==> src/rtl/i2c_pkg.sv <==
// Shared I2C definitions: target FSM states, bit-count constants and the
// default expander device address, also used by the pulse generators.
package i2c_pkg;

  typedef enum logic [2:0] {
    ST_IDLE,
    ST_ADDR,
    ST_ADDR_ACK,
    ST_PTR,
    ST_PTR_ACK,
    ST_DATA,
    ST_DATA_ACK,
    ST_IGNORE
  } i2c_state_e;

  localparam int unsigned I2C_BITS_PER_BYTE = 8;
  // Bit-counter value that marks the ninth (acknowledge) clock.
  localparam int unsigned I2C_ACK_BIT       = 8;
  localparam int unsigned I2C_CNT_W         = 4;

  localparam logic [6:0]  I2C_DEV_ADDR      = 7'h20;
  localparam logic        I2C_WRITE         = 1'b0;

endpackage

==> src/rtl/i2c_line_filter.sv <==
// Two-flop synchroniser followed by a persistence glitch filter.
//   clk_in   : system clock
//   reset_in : synchronous active-low reset (filtered level resets to 1, idle bus)
//   line_in  : asynchronous bus line
//   filt_out : filtered level; follows the synchronised line only after it has
//              differed for FILTER_LEN consecutive cycles
module i2c_line_filter #(
  parameter int unsigned FILTER_LEN = 4
) (
  input  logic clk_in,
  input  logic reset_in,
  input  logic line_in,
  output logic filt_out
);

  localparam int unsigned CW = (FILTER_LEN > 1) ? $clog2(FILTER_LEN) : 1;

  logic          sync1_q;
  logic          sync2_q;
  logic          filt_q;
  logic [CW-1:0] cnt_q;

  always_ff @(posedge clk_in) begin
    if (!reset_in) begin
      sync1_q <= 1'b1;
      sync2_q <= 1'b1;
      filt_q  <= 1'b1;
      cnt_q   <= '0;
    end else begin
      sync1_q <= line_in;
      sync2_q <= sync1_q;
      // Count consecutive disagreeing cycles; any agreement restarts the count.
      if (sync2_q != filt_q) begin
        if (cnt_q == CW'(FILTER_LEN - 1)) begin
          filt_q <= sync2_q;
          cnt_q  <= '0;
        end else begin
          cnt_q <= cnt_q + CW'(1);
        end
      end else begin
        cnt_q <= '0;
      end
    end
  end

  assign filt_out = filt_q;

endmodule

==> src/rtl/i2c_target_regs.sv <==
// Write-only I2C target backed by a small byte-register bank (I/O expander map).
//   clk_in, reset_in : clock, synchronous active-low reset
//   scl_in, sda_in   : asynchronous bus lines
//   sda_oe_out       : 1 pulls SDA low (ACK)
//   regs_out         : register bank, reg0 in [7:0]
//   wr_stb_out       : one-cycle write strobe with wr_addr_out / wr_data_out
//   busy_out         : high between START and STOP
module i2c_target_regs
  import i2c_pkg::*;
#(
  parameter logic [6:0]  DEV_ADDR   = I2C_DEV_ADDR,
  parameter int unsigned NUM_REGS   = 4,
  parameter logic [7:0]  REG_RESET  = 8'hFF,
  parameter int unsigned FILTER_LEN = 4
) (
  input  logic                  clk_in,
  input  logic                  reset_in,
  input  logic                  scl_in,
  input  logic                  sda_in,
  output logic                  sda_oe_out,
  output logic [8*NUM_REGS-1:0] regs_out,
  output logic                  wr_stb_out,
  output logic [7:0]            wr_addr_out,
  output logic [7:0]            wr_data_out,
  output logic                  busy_out
);

  localparam int unsigned PW = (NUM_REGS > 1) ? $clog2(NUM_REGS) : 1;
  localparam logic [7:0]  ADDR_WR = {DEV_ADDR, I2C_WRITE};

  logic scl_f;
  logic sda_f;

  i2c_line_filter #(.FILTER_LEN(FILTER_LEN)) u_scl_filt (
    .clk_in   (clk_in),
    .reset_in (reset_in),
    .line_in  (scl_in),
    .filt_out (scl_f)
  );

  i2c_line_filter #(.FILTER_LEN(FILTER_LEN)) u_sda_filt (
    .clk_in   (clk_in),
    .reset_in (reset_in),
    .line_in  (sda_in),
    .filt_out (sda_f)
  );

  i2c_state_e           state_q;
  logic                 scl_p_q;
  logic                 sda_p_q;
  logic [I2C_CNT_W-1:0] cnt_q;
  logic [6:0]           shift_q;
  logic [PW-1:0]        ptr_q;
  logic [7:0]           regs_q [NUM_REGS];
  logic                 sda_oe_q;
  logic                 busy_q;
  logic                 wr_stb_q;
  logic [7:0]           wr_addr_q;
  logic [7:0]           wr_data_q;

  // Edge detection on filtered lines; START/STOP need SCL steady high, so a
  // simultaneous SCL edge can never be taken as START/STOP.
  logic scl_rise_c;
  logic scl_fall_c;
  logic start_c;
  logic stop_c;
  logic [7:0] byte_c;

  assign scl_rise_c = scl_f & ~scl_p_q;
  assign scl_fall_c = ~scl_f & scl_p_q;
  assign start_c    = ~sda_f & sda_p_q & scl_f & scl_p_q;
  assign stop_c     = sda_f & ~sda_p_q & scl_f & scl_p_q;
  assign byte_c     = {shift_q, sda_f};

  // Bus FSM, shifter, pointer and register bank.
  always_ff @(posedge clk_in) begin
    if (!reset_in) begin
      state_q   <= ST_IDLE;
      scl_p_q   <= 1'b1;
      sda_p_q   <= 1'b1;
      cnt_q     <= '0;
      shift_q   <= '0;
      ptr_q     <= '0;
      sda_oe_q  <= 1'b0;
      busy_q    <= 1'b0;
      wr_stb_q  <= 1'b0;
      wr_addr_q <= '0;
      wr_data_q <= '0;
      for (int i = 0; i < NUM_REGS; i++) regs_q[i] <= REG_RESET;
    end else begin
      scl_p_q  <= scl_f;
      sda_p_q  <= sda_f;
      wr_stb_q <= 1'b0;
      if (start_c) begin
        state_q  <= ST_ADDR;
        cnt_q    <= '0;
        sda_oe_q <= 1'b0;
        busy_q   <= 1'b1;
      end else if (stop_c) begin
        state_q  <= ST_IDLE;
        sda_oe_q <= 1'b0;
        busy_q   <= 1'b0;
      end else begin
        case (state_q)
          ST_ADDR, ST_PTR, ST_DATA: begin
            if (scl_rise_c) begin
              shift_q <= byte_c[6:0];
              cnt_q   <= cnt_q + I2C_CNT_W'(1);
              if (cnt_q == I2C_CNT_W'(I2C_BITS_PER_BYTE - 1)) begin
                cnt_q <= I2C_CNT_W'(I2C_ACK_BIT);
                case (state_q)
                  ST_ADDR: state_q <= (byte_c == ADDR_WR) ? ST_ADDR_ACK : ST_IGNORE;
                  ST_PTR: begin
                    if ({1'b0, byte_c} < 9'(NUM_REGS)) begin
                      ptr_q   <= PW'(byte_c);
                      state_q <= ST_PTR_ACK;
                    end else begin
                      state_q <= ST_IGNORE;
                    end
                  end
                  default: begin
                    regs_q[ptr_q] <= byte_c;
                    wr_stb_q      <= 1'b1;
                    wr_addr_q     <= 8'(ptr_q);
                    wr_data_q     <= byte_c;
                    ptr_q         <= ptr_q + PW'(1);
                    state_q       <= ST_DATA_ACK;
                  end
                endcase
              end
            end
          end
          ST_ADDR_ACK, ST_PTR_ACK, ST_DATA_ACK: begin
            // First falling edge opens the ACK slot, the second closes it.
            if (scl_fall_c) begin
              if (!sda_oe_q) begin
                sda_oe_q <= 1'b1;
              end else begin
                sda_oe_q <= 1'b0;
                cnt_q    <= '0;
                state_q  <= (state_q == ST_ADDR_ACK) ? ST_PTR : ST_DATA;
              end
            end
          end
          default: ;
        endcase
      end
    end
  end

  for (genvar g = 0; g < NUM_REGS; g++) begin : g_regs
    assign regs_out[8*g +: 8] = regs_q[g];
  end

  assign sda_oe_out  = sda_oe_q;
  assign busy_out    = busy_q;
  assign wr_stb_out  = wr_stb_q;
  assign wr_addr_out = wr_addr_q;
  assign wr_data_out = wr_data_q;

endmodule
==> config.mk <==
export PLATFORM = sky130hd
export DESIGN_NAME = i2c_target_regs
export DESIGN_NICKNAME = d
export VERILOG_FILES = /design/src/rtl/i2c_pkg.sv /design/src/rtl/i2c_line_filter.sv /design/src/rtl/i2c_target_regs.sv
export SDC_FILE = /design/constraint.sdc
export NUM_CORES = 1
export LEC_CHECK = 0
export CORE_MARGIN = 4
export CORE_UTILIZATION = 24
export DETAILED_ROUTE_END_ITERATION = 12
export PLACE_DENSITY = 0.47
export SLEW_MARGIN = 15
export SYNTH_ARGS = -nofsm -noshare
export SYNTH_HDL_FRONTEND = slang
export SYNTH_HIERARCHICAL = 1
export SYNTH_SLANG_ARGS = --single-unit
==> constraint.sdc <==
create_clock -name clk_in -period 3.1 [get_ports clk_in]
set_clock_uncertainty 0.05 [all_clocks]
set_input_delay 0.465 -clock clk_in [delete_from_list [all_inputs] [get_ports clk_in]]
set_output_delay 0.465 -clock clk_in [all_outputs]
set_load 0.02 [all_outputs]
==> metrics.yaml, run 1 <==
status: "completed"
synth_top_cell_by_area: "edfxtp_1"
yosys.area.top_type_share_pct: 30.25
cts.repair.resized: 0
remaining_drc_errors: 0
synth_area_per_cell_sq_um: 11.19
grt_start_max_net_pins: 43
io_pins: 55
post-route-period-util_pct: 74.85
ys_warn_count: 6
fmax_mhz: 431.0
clk_path_buf_depth: 2
area_growth_pct: 29.30
cts_buffers: 9
grt_busiest_layer: "met2"
power.leakage_uw: 0.001330
cp.required_ps: 3040
tightest_slew_ps: 664.0
yosys-top-cells-area: "edfxtp_1, dfxtp_1, nand2_1"
diodes: 0
synth_common_cells: "dfxtp_1, nand2_1, edfxtp_1"
wirelength_mm: 6.974
cts_setup_buffers: 0
relSlewSlack_pct: 55.68
via_count: 2211
start_util_pct: 24.87
seq_area_frac_synth_pct: 56.09
synth_cells: 284
grt_pass1_vias: 2078
die_x_um: 123.1
peakVddDrop_mv: 0.2988
finalSetupTns_ps: 0
io_buffer_count: 48
met2_usage_pct: 15.07
hold_viol: 0
cts_tree: "built"
insertion_delay_ps: 330
cap_violations: 0
num_rows: 41
wl_per_cell_um: 13.70
clkSlewWorstSetupHoldPaths_ps: 60
place_hpwl_mm: 4.786
grt.met3_usage_pct: 3.202
place_congestion: 0.7968
grt_pass1_wl_mm: 11.10
use_met1_pct: 12.52
grt_remaining_overflow: 0
period_needed_ps: 2320
synth_area_sq_um: 3177
ys_seq_elements: 73
htree_levels: 3
core-area_sq_um: 12770
ys.flop_type: "dfxtp_1"
nets: 339
power_density_nw_per_um2: 530.4
drive_gt1_share_pct: 10.98
via_per_inst: 4.344
postPlaceCellArea_sq_um: 3786
final_cell_area_sq_um: 4108
ys_types: 55
final-seq-area_sq_um: 1782
multi_input_area_sq_um: 1260
holdBufCountCts: 0
fillers: 1286
startpoint_type: "register"
drt_iter0_markers: 187
critPathArrivalTime_ps: 2260
setup.worst_path.end_class: "register"
cts-root-buf: "clkbuf_16"
synth_edf_count: 32
setup_viol: 0
hold_path.class: "register to register"
die-area_sq_um: 15140
rsz0062_at_grt: "false"
grt_antenna_before_repair: 0
clkSinkCount: 73
synth_most_common_cell: "dfxtp_1"
crit_type: "register to register"
grt_util_all_layers_pct: 9.703
first_pass_iters: 4
report.final.slew_viol_count: 0
ant_nets: 0
critical_path.max_fanout: 12
die_height_um: 123.1
ys_async_sr_fraction_pct: 0
## cell families after synthesis
| group | share of synthesized area, % |
|---|---|
| and+or+nand+nor | 24.81 |
| DFF | 56.09 |
| AOI/OAI and AO/OA | 7.720 |
| buffers and inverters | 4.845 |
| muxes | 4.136 |
| xor gates and xnor gates | 1.103 |
| adders and majority gates | 1.182 |
| other | 0.1180 |
## sequential cells by signal, summed over array words and instances, names as in the netlist
name / cells
regs_q: 32
wr_data_out: 8
shift_q: 7
cnt_q: 4
state_q: 3
ptr_q: 2
u_scl_filt/cnt_q: 2
u_sda_filt/cnt_q: 2
wr_addr_out: 2
busy_out: 1
scl_p_q: 1
sda_oe_out: 1
sda_p_q: 1
u_scl_filt/filt_out: 1
u_scl_filt/sync1_q: 1
u_scl_filt/sync2_q: 1
u_sda_filt/filt_out: 1
u_sda_filt/sync1_q: 1
u_sda_filt/sync2_q: 1
wr_stb_out: 1
## power breakdown
group / switching [uW] / internal, uW
sequential: 3.81 / 1010
clock: 393 / 707
combinational: 38.6 / 23.8
total: 436 / 1740
## path summary, 6_finish.rpt
path	to	slack [ps]	cells past startpoint	start
setup / recovery	regs_q[3][0]	780	6	cnt_q[0]
hold / removal	u_scl_filt/sync2_q	350	1	u_scl_filt/sync1_q
setup reg to reg	regs_q[3][0]	780	6	cnt_q[0]
hold reg to reg	u_scl_filt/sync2_q	350	1	u_scl_filt/sync1_q
## metal layers
layer  part of all wire, %  vias up
li1                      -     1096
met1                    46     1037
met2                    46       68
met3                   6.2       10
met4                   1.7        0
met5                     0        -
## per-stage QoR
stage / worst slack, ps / utilization (%) / hold WS, ps / std cells / total power, uW
2_1_floorplan: 1065 / - / 336.3 / 289 / 1077
3_3_place_gp: 627.7 / 29.64 / 340.4 / 493 / 1100
3_5_place_dp: 611.1 / 29.64 / 343.3 / 493 / 1101
4_1_cts: 764.7 / 32.16 / 356.6 / 509 / 2212
5_1_grt: 612.3 / 32.16 / 380.5 / 509 / 2267
6_report: 779.6 / 32.16 / 354.7 / 509 / 2179
## cell type report
cell class	instances	share of cell area, %
sequential	73	43.37
multi-input combinational	190	30.67
timing repair buffer	51	12.24
clock buffer	10	5.574
tap	172	5.239
clock inverter	6	2.254
inverter	7	0.6397
## critical path, stage by stage (launching register included)
cell and delay (ps):
dfxtp_1 400, ha_1 240, and3b_1 350, and3_1 270, buf_4 250, nand4b_1 110
nand2_1 300
## layout by cell type (no fill, tap or decap), types with 4 or more instances in the layout
master | synthesis | layout
inv_1 | 7 | 7
dfxtp_1 | 41 | 41
nand2_1 | 33 | 33
clkdlybuf4s50_1 | 0 | 48
nand4_1 | 5 | 5
clkbuf_16 | 0 | 9
nand2b_1 | 14 | 14
o21ai_0 | 6 | 6
nand3b_1 | 4 | 4
or2_2 | 10 | 10
a21boi_0 | 7 | 7
nor2_1 | 8 | 8
edfxtp_1 | 32 | 32
mux2i_1 | 12 | 12
conb_1 | 1 | 6
nand3_1 | 9 | 9
or2_1 | 6 | 6
a21oi_1 | 6 | 6
nor2b_1 | 14 | 14
Power figures use the tool's default switching activity.
==> inputs of run 2 (changes only) <==
Clock period 3.1 ns to 2.2 ns, I/O delays scaled along.
==> metrics.yaml, run 2 (synthesized netlist as in run 1, its figures left out) <==
dp_slack_ps: 71.15
grt_antenna_before_repair: 0
htree_levels: 3
power.internal_uw: 2455
clkSinkCount: 73
drive_gt1_share_pct: 13.54
wl_per_cell_um: 13.72
wirelength_mm: 7.121
post-route-period-util_pct: 91.33
holdBufCountCts: 0
io_buffer_count: 48
hold_viol: 0
power_frac_comb_pct: 3.0
place_hpwl_mm: 4.993
grt_pass1_vias: 2174
setup_ws_ps: 190.8
core-area_sq_um: 12770
grt_util_all_layers_pct: 10.19
r2r-start: "cnt_q[0]"
io_pins: 55
critPathArrivalTime_ps: 2050
clkSlewWorstSetupHoldPaths_ps: 60
place_congestion: 0.7980
crit_type: "register to register"
peakVddDrop_mv: 0.3495
cts_buffers: 9
p_sw_uw: 601.0
layout_common_cells: "clkdlybuf4s50_1, dfxtp_1, nand2_1"
cap_violations: 0
grt_remaining_overflow: 0
die_height_um: 123.1
grt_start_max_net_pins: 34
cts-root-buf: "clkbuf_16"
hold_path.startpoint: "u_scl_filt/sync1_q"
cts_tree: "built"
insertion_delay_ps: 330
die_x_um: 123.1
sw_frac_of_total_pct: 19.67
clk_path_buf_depth: 2
fmax_mhz: 497.7
die-area_sq_um: 15140
setup.worst_path.end_class: "register"
diodes: 0
ant_nets: 0
critical_path.max_fanout: 7
drt_iter0_markers: 140
remaining_drc_errors: 0
power.leakage_uw: 0.001381
power_density_nw_per_um2: 731.7
setup_viol: 0
cp.required_ps: 2240
post-route-util_pct: 32.70
status: "completed"
start_util_pct: 24.87
via_per_inst: 4.279
report.final.slew_viol_count: 0
final_common_cell: "clkdlybuf4s50_1"
finalSetupTns_ps: 0
area_growth_pct: 31.47
first_pass_iters: 4
period_needed_ps: 2009
pwr-share-seq_pct: 46.9
grt_pass1_wl_mm: 11.71
num_rows: 41
largest_reg_flops: 32
clkPwrFrac_pct: 50.2
crit_start: "cnt_q[0]"
startpoint_type: "register"
nets: 349
fillers: 1309
regMostFlops: "regs_q"
rsz0062_at_grt: "false"
hold_path.class: "register to register"
via_count: 2221
==> run 2: worst max-delay path, cell delays in order, from the launching register on <==
cell,delay [ps]
dfxtp_1,400
ha_1,250
and3b_2,260
and2_1,200
nand4_1,250
or2_2,360
==> run 2: metrics by stage <==
step	cell area (sq um)	power [uW]	std cells	hold WS, ps
floorplan	3196	1518	289	336.3
global placement	3861	1552	503	341.4
detailed placement	3861	1554	503	346.9
CTS	4175	3106	519	360.4
global route	4177	3167	519	369.9
finish	4177	3056	519	356.0
==> run 2: worst paths after layout <==
kind	end	slack, ps	cells past startpoint
hold / removal	u_scl_filt/sync2_q	360	1
setup reg to reg	regs_q[2][2]	190	5
hold reg to reg	u_scl_filt/sync2_q	360	1
setup / recovery	regs_q[2][2]	190	5
==> run 2: area by class of cell <==
class / instances / area (sq um) / area share (%)
repair buffers: 61 / 578.1 / 13.84
inverters: 7 / 26.28 / 0.6291
well taps: 172 / 215.2 / 5.153
clock inverters: 5 / 81.33 / 1.947
multi-input cells: 190 / 1261 / 30.20
flip-flops and latches: 73 / 1782 / 42.66
clock buffers: 11 / 232.7 / 5.572
==> run 2: what timing repair did <==
action | in CTS | in global routing
setup endpoints to repair | 0 | 15
resized for setup | 0 | 1
buffers inserted | 0 | 0
==> run 2: routing by layer <==
metal	part of all wire (%)	vias up	global-route usage, %
li1	-	1111	-
met2	46	55	15.24
met5	0	-	0
met4	0.67	0	4.498
met1	47	1050	13.08
met3	6.1	5	3.934
==> run 2: power groups by stage <==
| stage | logic, uW | registers [uW] | clock network [uW] |
|---|---|---|---|
| global placement | 91.2 | 1460 | 0 |
| global route | 97.8 | 1430 | 1640 |
| floorplan | 43.5 | 1470 | 0 |
| CTS | 92.6 | 1430 | 1580 |
| finish | 90.7 | 1430 | 1530 |
| detailed placement | 92.5 | 1460 | 0 |
